$ cat config.mk
export PLATFORM = sky130hd
export DESIGN_NAME = cdb_arbiter
export DESIGN_NICKNAME = d
export VERILOG_FILES = /design/src/rtl/cdb_arbiter.sv
export SDC_FILE = /design/constraint.sdc
export NUM_CORES = 1
export LEC_CHECK = 0
export ABC_CLOCK_PERIOD_IN_PS = 6300
export CAP_MARGIN = 10
export CORE_MARGIN = 4
export CORE_UTILIZATION = 50
export DETAILED_ROUTE_END_ITERATION = 7
export PLACE_DENSITY = 0.87
export SLEW_MARGIN = 20
export SYNTH_ARGS = -nofsm -noshare
export SYNTH_HDL_FRONTEND = slang
export SYNTH_SLANG_ARGS = --single-unit
$ cat constraint.sdc
create_clock -name clock -period 6.3 [get_ports clock]
set_input_delay 0.63 -clock clock [delete_from_list [all_inputs] [get_ports clock]]
set_output_delay 0.63 -clock clock [all_outputs]
set_load 0.02 [all_outputs]
$ cat src/rtl/cdb_arbiter.sv
// Round-robin arbiter for the common data bus: one-entry holding buffer per functional unit,
// one registered broadcast per cycle, squash flushes every pending result.
module cdb_arbiter #(
    parameter int unsigned NUM_REQ = 4,
    parameter int unsigned TAG_W   = 4,
    parameter int unsigned XLEN    = 32,
    localparam int unsigned SRC_W  = (NUM_REQ > 1) ? $clog2(NUM_REQ) : 1
) (
    input  logic                     clock,
    input  logic                     reset,
    input  logic [NUM_REQ-1:0]       req_valid,
    input  logic [NUM_REQ*TAG_W-1:0] req_tag,
    input  logic [NUM_REQ*XLEN-1:0]  req_value,
    output logic [NUM_REQ-1:0]       req_ready,
    input  logic                     squash_valid,
    output logic                     cdb_valid,
    output logic [TAG_W-1:0]         cdb_tag,
    output logic [XLEN-1:0]          cdb_value,
    output logic [SRC_W-1:0]         cdb_src
);

    logic [NUM_REQ-1:0] buf_valid;
    logic [TAG_W-1:0]   buf_tag   [NUM_REQ];
    logic [XLEN-1:0]    buf_value [NUM_REQ];
    logic [SRC_W-1:0]   rr_ptr;

    logic [NUM_REQ-1:0] grant;
    logic               any_grant;
    logic [SRC_W-1:0]   winner;
    logic [SRC_W-1:0]   scan_idx;
    logic [SRC_W-1:0]   next_ptr;

    // First occupied buffer at or after rr_ptr, wrapping around the unit count.
    always_comb begin
        grant     = '0;
        any_grant = 1'b0;
        winner    = '0;
        scan_idx  = '0;
        for (int k = 0; k < NUM_REQ; k++) begin
            scan_idx = SRC_W'((int'(rr_ptr) + k) % NUM_REQ);
            if (!any_grant && buf_valid[scan_idx]) begin
                any_grant        = 1'b1;
                grant[scan_idx]  = 1'b1;
                winner           = scan_idx;
            end
        end
    end

    assign next_ptr  = (winner == SRC_W'(NUM_REQ - 1)) ? '0 : winner + 1'b1;
    assign req_ready = squash_valid ? '0 : (~buf_valid | grant);

    always_ff @(posedge clock or posedge reset) begin
        if (reset) begin
            buf_valid <= '0;
            rr_ptr    <= '0;
            cdb_valid <= 1'b0;
            cdb_tag   <= '0;
            cdb_value <= '0;
            cdb_src   <= '0;
            for (int i = 0; i < NUM_REQ; i++) begin
                buf_tag[i]   <= '0;
                buf_value[i] <= '0;
            end
        end else if (squash_valid) begin
            buf_valid <= '0;
            cdb_valid <= 1'b0;
            cdb_tag   <= '0;
            cdb_value <= '0;
            cdb_src   <= '0;
        end else begin
            if (any_grant) begin
                cdb_valid <= 1'b1;
                cdb_tag   <= buf_tag[winner];
                cdb_value <= buf_value[winner];
                cdb_src   <= winner;
                rr_ptr    <= next_ptr;
            end else begin
                cdb_valid <= 1'b0;
                cdb_tag   <= '0;
                cdb_value <= '0;
                cdb_src   <= '0;
            end
            for (int i = 0; i < NUM_REQ; i++) begin
                if (grant[i]) begin
                    buf_valid[i] <= 1'b0;
                end
                // Tag 0 completes the handshake but is dropped; a same-cycle refill wins over the clear.
                if (req_valid[i] && req_ready[i] && (req_tag[i*TAG_W +: TAG_W] != '0)) begin
                    buf_valid[i] <= 1'b1;
                    buf_tag[i]   <= req_tag[i*TAG_W +: TAG_W];
                    buf_value[i] <= req_value[i*XLEN +: XLEN];
                end
            end
        end
    end

endmodule

==> results by group, run 1 <==
Status
  • Status: complete, no violations

Timing
  • Final-report setup violation count: 0
  • Clock skew: 0.009123 ns
  • Fin. Hold Viols: 0
  • Maximum clock rate: slightly above 0.2 GHz
  • Rel. slew slack: 27.97%
  • Worst slew pin tran: between 1 and 1.5 ns
  • RSZ-0062 raised after global routing: no
  • Final setup TNS: 0 ns
  • Crit path time final: 4.886 ns
  • Tcrit/Tclk final: 77.55%
  • Max-slew violations: 0
  • Worst hold margin: 0.4930 ns

Global routing
  • Vias in the first global route: around 6200
  • Largest net degree at the start of global routing: 85
  • All-Layer GR Usage: between 20% and 30%
  • GRT overflow: 0
  • First-pass GRT wire length: 33040 um
  • Initial antenna violation count: 0

Routing
  • DR vias/cell: around 5.7
  • DRT iter0 DRCs: 300
  • Post-DRT Antenna Nets: 0
  • Final WL: 21360 um
  • Mean routed wirelength per cell: approximately 21 um
  • TritonRoute pass-1 iters: 5
  • Residual DRC count: 0
  • Vias: 5701

Critical path
  • CP Capture Type: output pin
  • Setup CP Type: register to output pin
  • Max Fanout on Critical Path: 22
  • CP max stage delay: 0.87 ns
  • Crit path cell chain: inv_1 -> ha_1 -> mux4_2 -> or3b_1 -> o2111ai_1 -> or2_2 -> and2_1 -> clkdlybuf4s50_1
  • Data required time of the critical path: 5.67 ns
  • Critical-path top delay cell: dfrtp_1
  • WP data arrival: 4.26 ns
  • CP startpoint: rr_ptr[0]
  • Top delay family on crit path: flip-flops
  • Buf/Inv on CP: 2
  • R2r startpoint: rr_ptr[0]
  • Worst Setup Start Kind: register

Cells and area
  • Area grow syn2layout: 32.08%
  • Ratio of cells with drive above 1 in the final layout: 20.36%
  • Ant diodes: 0
  • Commonest non-fill, non-tap cell in the layout: clkdlybuf4s50_1
  • Fill cell count: 1123
  • Post-layout util: 67.31%
  • Final #Nets: between 900 and 1000
  • Commonest non-fill, non-tap cells in the layout: clkdlybuf4s50_1, dfrtp_1, mux2_2

Clocking
  • Clk_lat worst skew: 0.43 ns
  • Hold buffers post-CTS: 0
  • H-tree depth: 4
  • CTS Buf Count: 17
  • Clk buf depth: 2
  • CTS clk-pin slew, worst paths: 0.07 ns
  • Total setup buffers inserted after CTS: 0
  • Root buf cell: clkbuf_16
  • Sink Count: 189
  • CTS tree: yes
  • CTS-repair resized insts: 0

Floorplanning
  • Width of the die: 137.8 um
  • Die H: around 140 um
  • Io pins: 194
  • Die area: about 19000 um^2
  • Core area: 16520 um^2
  • Initial Util: 50.96%
  • Cell Rows: 47

Power
  • P_leak: between 0.004 and 0.005 uW
  • Part of the power in registers: 37.2%
  • Sw frac: 34.74%
  • Power Dens Cells: roughly 490 nW/um^2
  • P_int: between 3000 and 4000 uW
  • Worst vdd ir: about 450 uV
  • Switching pwr: 1897 uW
  • Combinational fraction of design power: around 43%
  • Clk pwr share: between 20% and 30%

Yosys
  • Synth cell types: 54
  • Post-synth EDFFs: 0
  • Synthesis Warnings: 0
  • Synthesized instance count: 588
  • Async SR Flop Fraction: 100.0%
  • Sequential-to-total area share from yosys stat: a little under three fifths
  • Post-synthesis register bit count: 189
  • Syn Nets: 745
  • Ys flop type: dfrtp_1
  • Syn_area_per_cell: 14.32 um^2
  • Synth Cell Area: 8421 um^2

Placement
  • Port Buffer Count: approximately 190
  • GPL Wtd Cong: 0.9520
  • HPWL after DPL: around 14000 um

Flow run
  • Max Cap Viol: 0

Hold path
  • HP Class: register to register
  • Min-delay src: buf_value[36]
## cell usage after synthesis, types with 3 or more instances
cell	n	share of area, %
dfrtp_1	189	56
mux2_2	79	11
mux2i_1	73	8.7
o22ai_1	36	2.7
mux2_1	29	3.9
mux2_4	29	5.2
buf_2	20	1.2
inv_1	15	0.67
clkbuf_1	12	0.53
a21oi_1	8	0.48
nand2_1	8	0.36
a32o_1	6	0.71
ha_1	6	0.89
and2_1	5	0.37
o21ai_0	5	0.30
nor2b_1	4	0.30
o2bb2ai_1	4	0.42
buf_12	3	0.71
mux4_2	3	0.80
nand2b_1	3	0.22
nand3b_1	3	0.27
nor2_1	3	0.13
nor3b_1	3	0.27
o311ai_0	3	0.31
o41ai_1	3	0.31
## worst paths after layout
| kind | to | slack [ns] | cells past startpoint |
|---|---|---|---|
| min | buf_value[36] | 0.49 | 1 |
| min reg2reg | buf_value[36] | 0.49 | 1 |
| max in group asynchronous | buf_value[5] | 4.52 | 3 |
| max | req_ready[1] | 1.41 | 8 |
| min in group asynchronous | buf_value[122] | 0.51 | 2 |
| max reg2reg | buf_value[101] | 1.88 | 8 |
## flip-flops by register name, summed over array words and instances, names as in the netlist
name	count
rr_ptr	2
buf_value	128
cdb_valid	1
cdb_src	2
buf_valid	4
cdb_value	32
buf_tag	16
cdb_tag	4
## power groups by stage
stage	clock network, uW	logic, uW	registers, uW
2_1_floorplan	0	1620	2030
3_3_place_gp	0	2240	2000
3_5_place_dp	0	2320	2040
4_1_cts	1120	2340	2030
5_1_grt	1170	2500	2090
6_report	1100	2330	2030
## metal layers
layer | global-route usage [%] | up-vias | routed length (um)
li1 | - | 2528 | -
met2 | 37.36 | 257 | 10740
met4 | 8.617 | 0 | 614
met3 | 4.164 | 54 | 1339
met1 | 29.90 | 2862 | 8667
met5 | 0 | - | 0
## stage by stage
stage	area [um^2]	setup WS, ns	std cells	total power, uW
after global routing	11120	1.175	1001	5764
final	11120	1.414	1001	5460
after detailed placement	10510	1.926	969	4366
after floorplan	8421	0.5279	588	3648
after global placement	10510	2.109	969	4242
after CTS	11120	1.451	1001	5485
## area by class of cell
cell class,instances,area [um^2],area share (%)
clock buffer,23,488.0,4.387
clock inverter,9,123.9,1.114
inverter,15,61.31,0.5512
multi-input combinational,345,3443,30.96
sequential,189,4730,42.52
tap,220,275.3,2.475
timing repair buffer,200,2001,17.99
## cells by family (layout without fill, tap and decap cells)
group,Yosys count,count (layout),share of synthesized area [%]
and+or+nand+nor,38,38,2.660
adders and majority gates,6,6,0.8915
xor gates and xnor gates,2,2,0.2081
muxes,213,213,29.09
buffers and inverters,54,247,3.477
AOI/OAI and AO/OA,86,86,7.504
DFF,189,189,56.17
Power figures use the tool's default switching activity.
==> run 2, diff against run 1 <==
Settings changed: ABC_CLOCK_PERIOD_IN_PS 6300 to 4100, CORE_UTILIZATION 50 to 46, PLACE_DENSITY 0.87 to 0.84.
Clock period 6.3 ns to 4.1 ns, I/O delays scaled along.
==> run 2 against run 1 <==
Effect of this change: via count is 2.7% lower; sequential power is 51% higher; largest power group unchanged; power is 53% higher; die area is 8.2% higher; cell count is 1.4% higher.
==> results by group, run 2 (synthesized netlist as in run 1, its figures left out) <==
Status
  • Status: complete, no violations

Flow run
  • Max Cap Viol: 0 (unchanged)

Floorplanning
  • Die H: 143.3 um (+4.0%)
  • Die area: 20530 um^2 (+8.2%)
  • Width of the die: 143.3 um (+4.0%)
  • Core area: 17960 um^2 (+8.7%)
  • Cell Rows: 49 (+4.3%)
  • Io pins: 194 (unchanged)
  • Initial Util: 46.88% (-4.1 points)

Routing
  • Mean routed wirelength per cell: 20.09 um (-5.8%)
  • DRT iter0 DRCs: 306 (+2.0%)
  • Residual DRC count: 0 (unchanged)
  • Post-DRT Antenna Nets: 0 (unchanged)
  • TritonRoute pass-1 iters: 4 (-1)
  • Vias: 5548 (-2.7%)
  • DR vias/cell: 5.466 (-4.0%)
  • Final WL: 20400 um (-4.5%)

Critical path
  • WP data arrival: 3.47 ns (-0.79 ns)
  • Worst Setup Start Kind: register
  • Max Fanout on Critical Path: 9 (-59%)
  • Data required time of the critical path: 3.69 ns (-1.98 ns)
  • CP Capture Type: output pin
  • R2r setup slk: 0.61 ns (-1.27 ns)
  • R2R depth: 7 (-1)
  • Setup CP Type: register to output pin
  • R2r startpoint: rr_ptr[1]
  • Crit Reg-Reg Endpoint: buf_value[50]

Clocking
  • CTS tree: yes
  • Sink Count: 189 (unchanged)
  • Hold buffers post-CTS: 0 (unchanged)
  • CTS clk-pin slew, worst paths: 0.08 ns (about the same)
  • Clk buf depth: 2 (unchanged)
  • CTS Buf Count: 17 (unchanged)
  • H-tree depth: 4 (unchanged)
  • Root buf cell: clkbuf_16
  • Clk_lat worst skew: 0.43 ns (about the same)

Timing
  • Clock skew: 0.01157 ns (+0.002442 ns)
  • Crit path time final: 3.877 ns
  • Max-slew violations: 0 (unchanged)
  • Final setup TNS: 0 ns (unchanged)
  • Fin. Hold Viols: 0 (unchanged)
  • Final-report setup violation count: 0 (unchanged)
  • Worst slew pin tran: 0.9978 ns (-0.08257 ns)
  • Maximum clock rate: 0.2579 GHz
  • Tcrit/Tclk final: a little over nine tenths
  • RSZ-0062 raised after global routing: no
  • Rel. slew slack: 33.48% (+5.5 points)

Global routing
  • All-Layer GR Usage: 20.24% (-2.4 points)
  • Initial antenna violation count: 0 (unchanged)
  • Vias in the first global route: 5988 (-3.7%)
  • GRT overflow: 0 (unchanged)
  • Largest net degree at the start of global routing: 81 (-4.7%)
  • First-pass GRT wire length: 31910 um (-3.4%)

Cells and area
  • Fill cell count: 1342 (+20%)
  • Area grow syn2layout: 33.03%
  • Ratio of cells with drive above 1 in the final layout: 21.76% (+1.4 points)
  • Most flops, register: buf_value
  • Commonest non-fill, non-tap cell in the layout: clkdlybuf4s50_1
  • Top Registers: buf_value x128, cdb_value x32, buf_tag x16
  • Final #Nets: 930 (+0.54%)
  • Commonest non-fill, non-tap cells in the layout: clkdlybuf4s50_1, dfrtp_1, mux2_2
  • Ant diodes: 0 (unchanged)
  • Max reg flops: 128 (unchanged)

Power
  • P_leak: 0.004896 uW (+0.62%)
  • Power Dens Cells: 745.1 nW/um^2 (+52%)
  • Worst vdd ir: 551.5 uV (+21%)
  • Power, Total: 8347 uW (+53%)

Placement
  • Port Buffer Count: 193 (unchanged)
  • HPWL after DPL: 13750 um (-4.5%)
  • GPL Wtd Cong: 0.8343 (-12%)

Hold path
  • HP Class: primary input to async pin
==> run 2: cell types whose count changed in the layout (fill, tap and decap cells not counted), moves of 2 or more <==
cell / before / now
clkbuf_8: 4 / 1
clkinv_4: 2 / 5
buf_4: 5 / 9
buf_12: 1 / 3
clkbuf_1: 2 / 0
==> run 2: cell type report <==
class	instances	area (um^2)	share of cell area, %
tap	229	286.5	2.558
clock buffer	18	439.2	3.920
inverter	15	60.06	0.5361
multi-input combinational	345	3470	30.97
sequential	189	4731	42.23
timing repair buffer	205	2062	18.41
clock inverter	14	153.9	1.374
==> run 2: worst max-delay path by stage <==
stage / end / depth (start not counted) / start / slack (ns)
3_5_place_dp: req_ready[1] / 8 / rr_ptr[1] / 0.35
6_report: req_ready[3] / 7 / rr_ptr[1] / 0.22
5_1_grt: req_ready[2] / 7 / rr_ptr[1] / 0.08
3_3_place_gp: req_ready[1] / 8 / rr_ptr[1] / 0.43
2_1_floorplan: buf_value[41] / 12 / rr_ptr[0] / 0.66
4_1_cts: req_ready[1] / 8 / rr_ptr[1] / 0.08
==> run 2: routing by layer <==
metal	vias up	GRT usage, %	wire, um	share of wire [%]
met5	-	0	0	0
met4	0	5.946	327	1.6
met3	20	5.923	1496	7.3
met2	174	33.11	10020	49
met1	2819	26.45	8552	42
li1	2535	-	-	-
==> run 2: worst max-delay path: stages (launching register included) <==
cell and delay, ns:
dfrtp_2 0.47, inv_1 0.16, ha_2 0.44, mux4_2 0.40
or3b_1 0.43, o2111a_1 0.29, a21oi_1 0.20, clkdlybuf4s50_1 0.66
==> run 2: repair_timing <==
action	4_1_cts	5_1_grt
cloned	0	0
gates resized for setup	2	4
endpoints found under the setup margin	2	3
pin swaps	0	1
buffers inserted	0	0
==> run 2: stage by stage <==
| stage | cells | worst slack, ns | instance area, um^2 | utilization, % | hold slack [ns] |
|---|---|---|---|---|---|
| after floorplan | 588 | 0.6603 | 8424 | - | 0.4640 |
| after global placement | 983 | 0.4329 | 10580 | 58.89 | 0.4734 |
| after detailed placement | 983 | 0.3483 | 10590 | 58.93 | 0.4817 |
| after CTS | 1015 | 0.08136 | 11190 | 62.28 | 0.4773 |
| after global routing | 1015 | 0.07693 | 11200 | 62.36 | 0.5066 |
| final | 1015 | 0.2225 | 11200 | 62.36 | 0.4693 |
==> run 2: power by group <==
part / total [uW] / internal, uW / leakage (uW) / switching, uW
registers: 3060 / 2650 / 0.00228 / 408
logic: 3640 / 1870 / 0.00233 / 1770
clock network: 1650 / 878 / 0.000284 / 773
total: 8350 / 5400 / 0.00490 / 2950
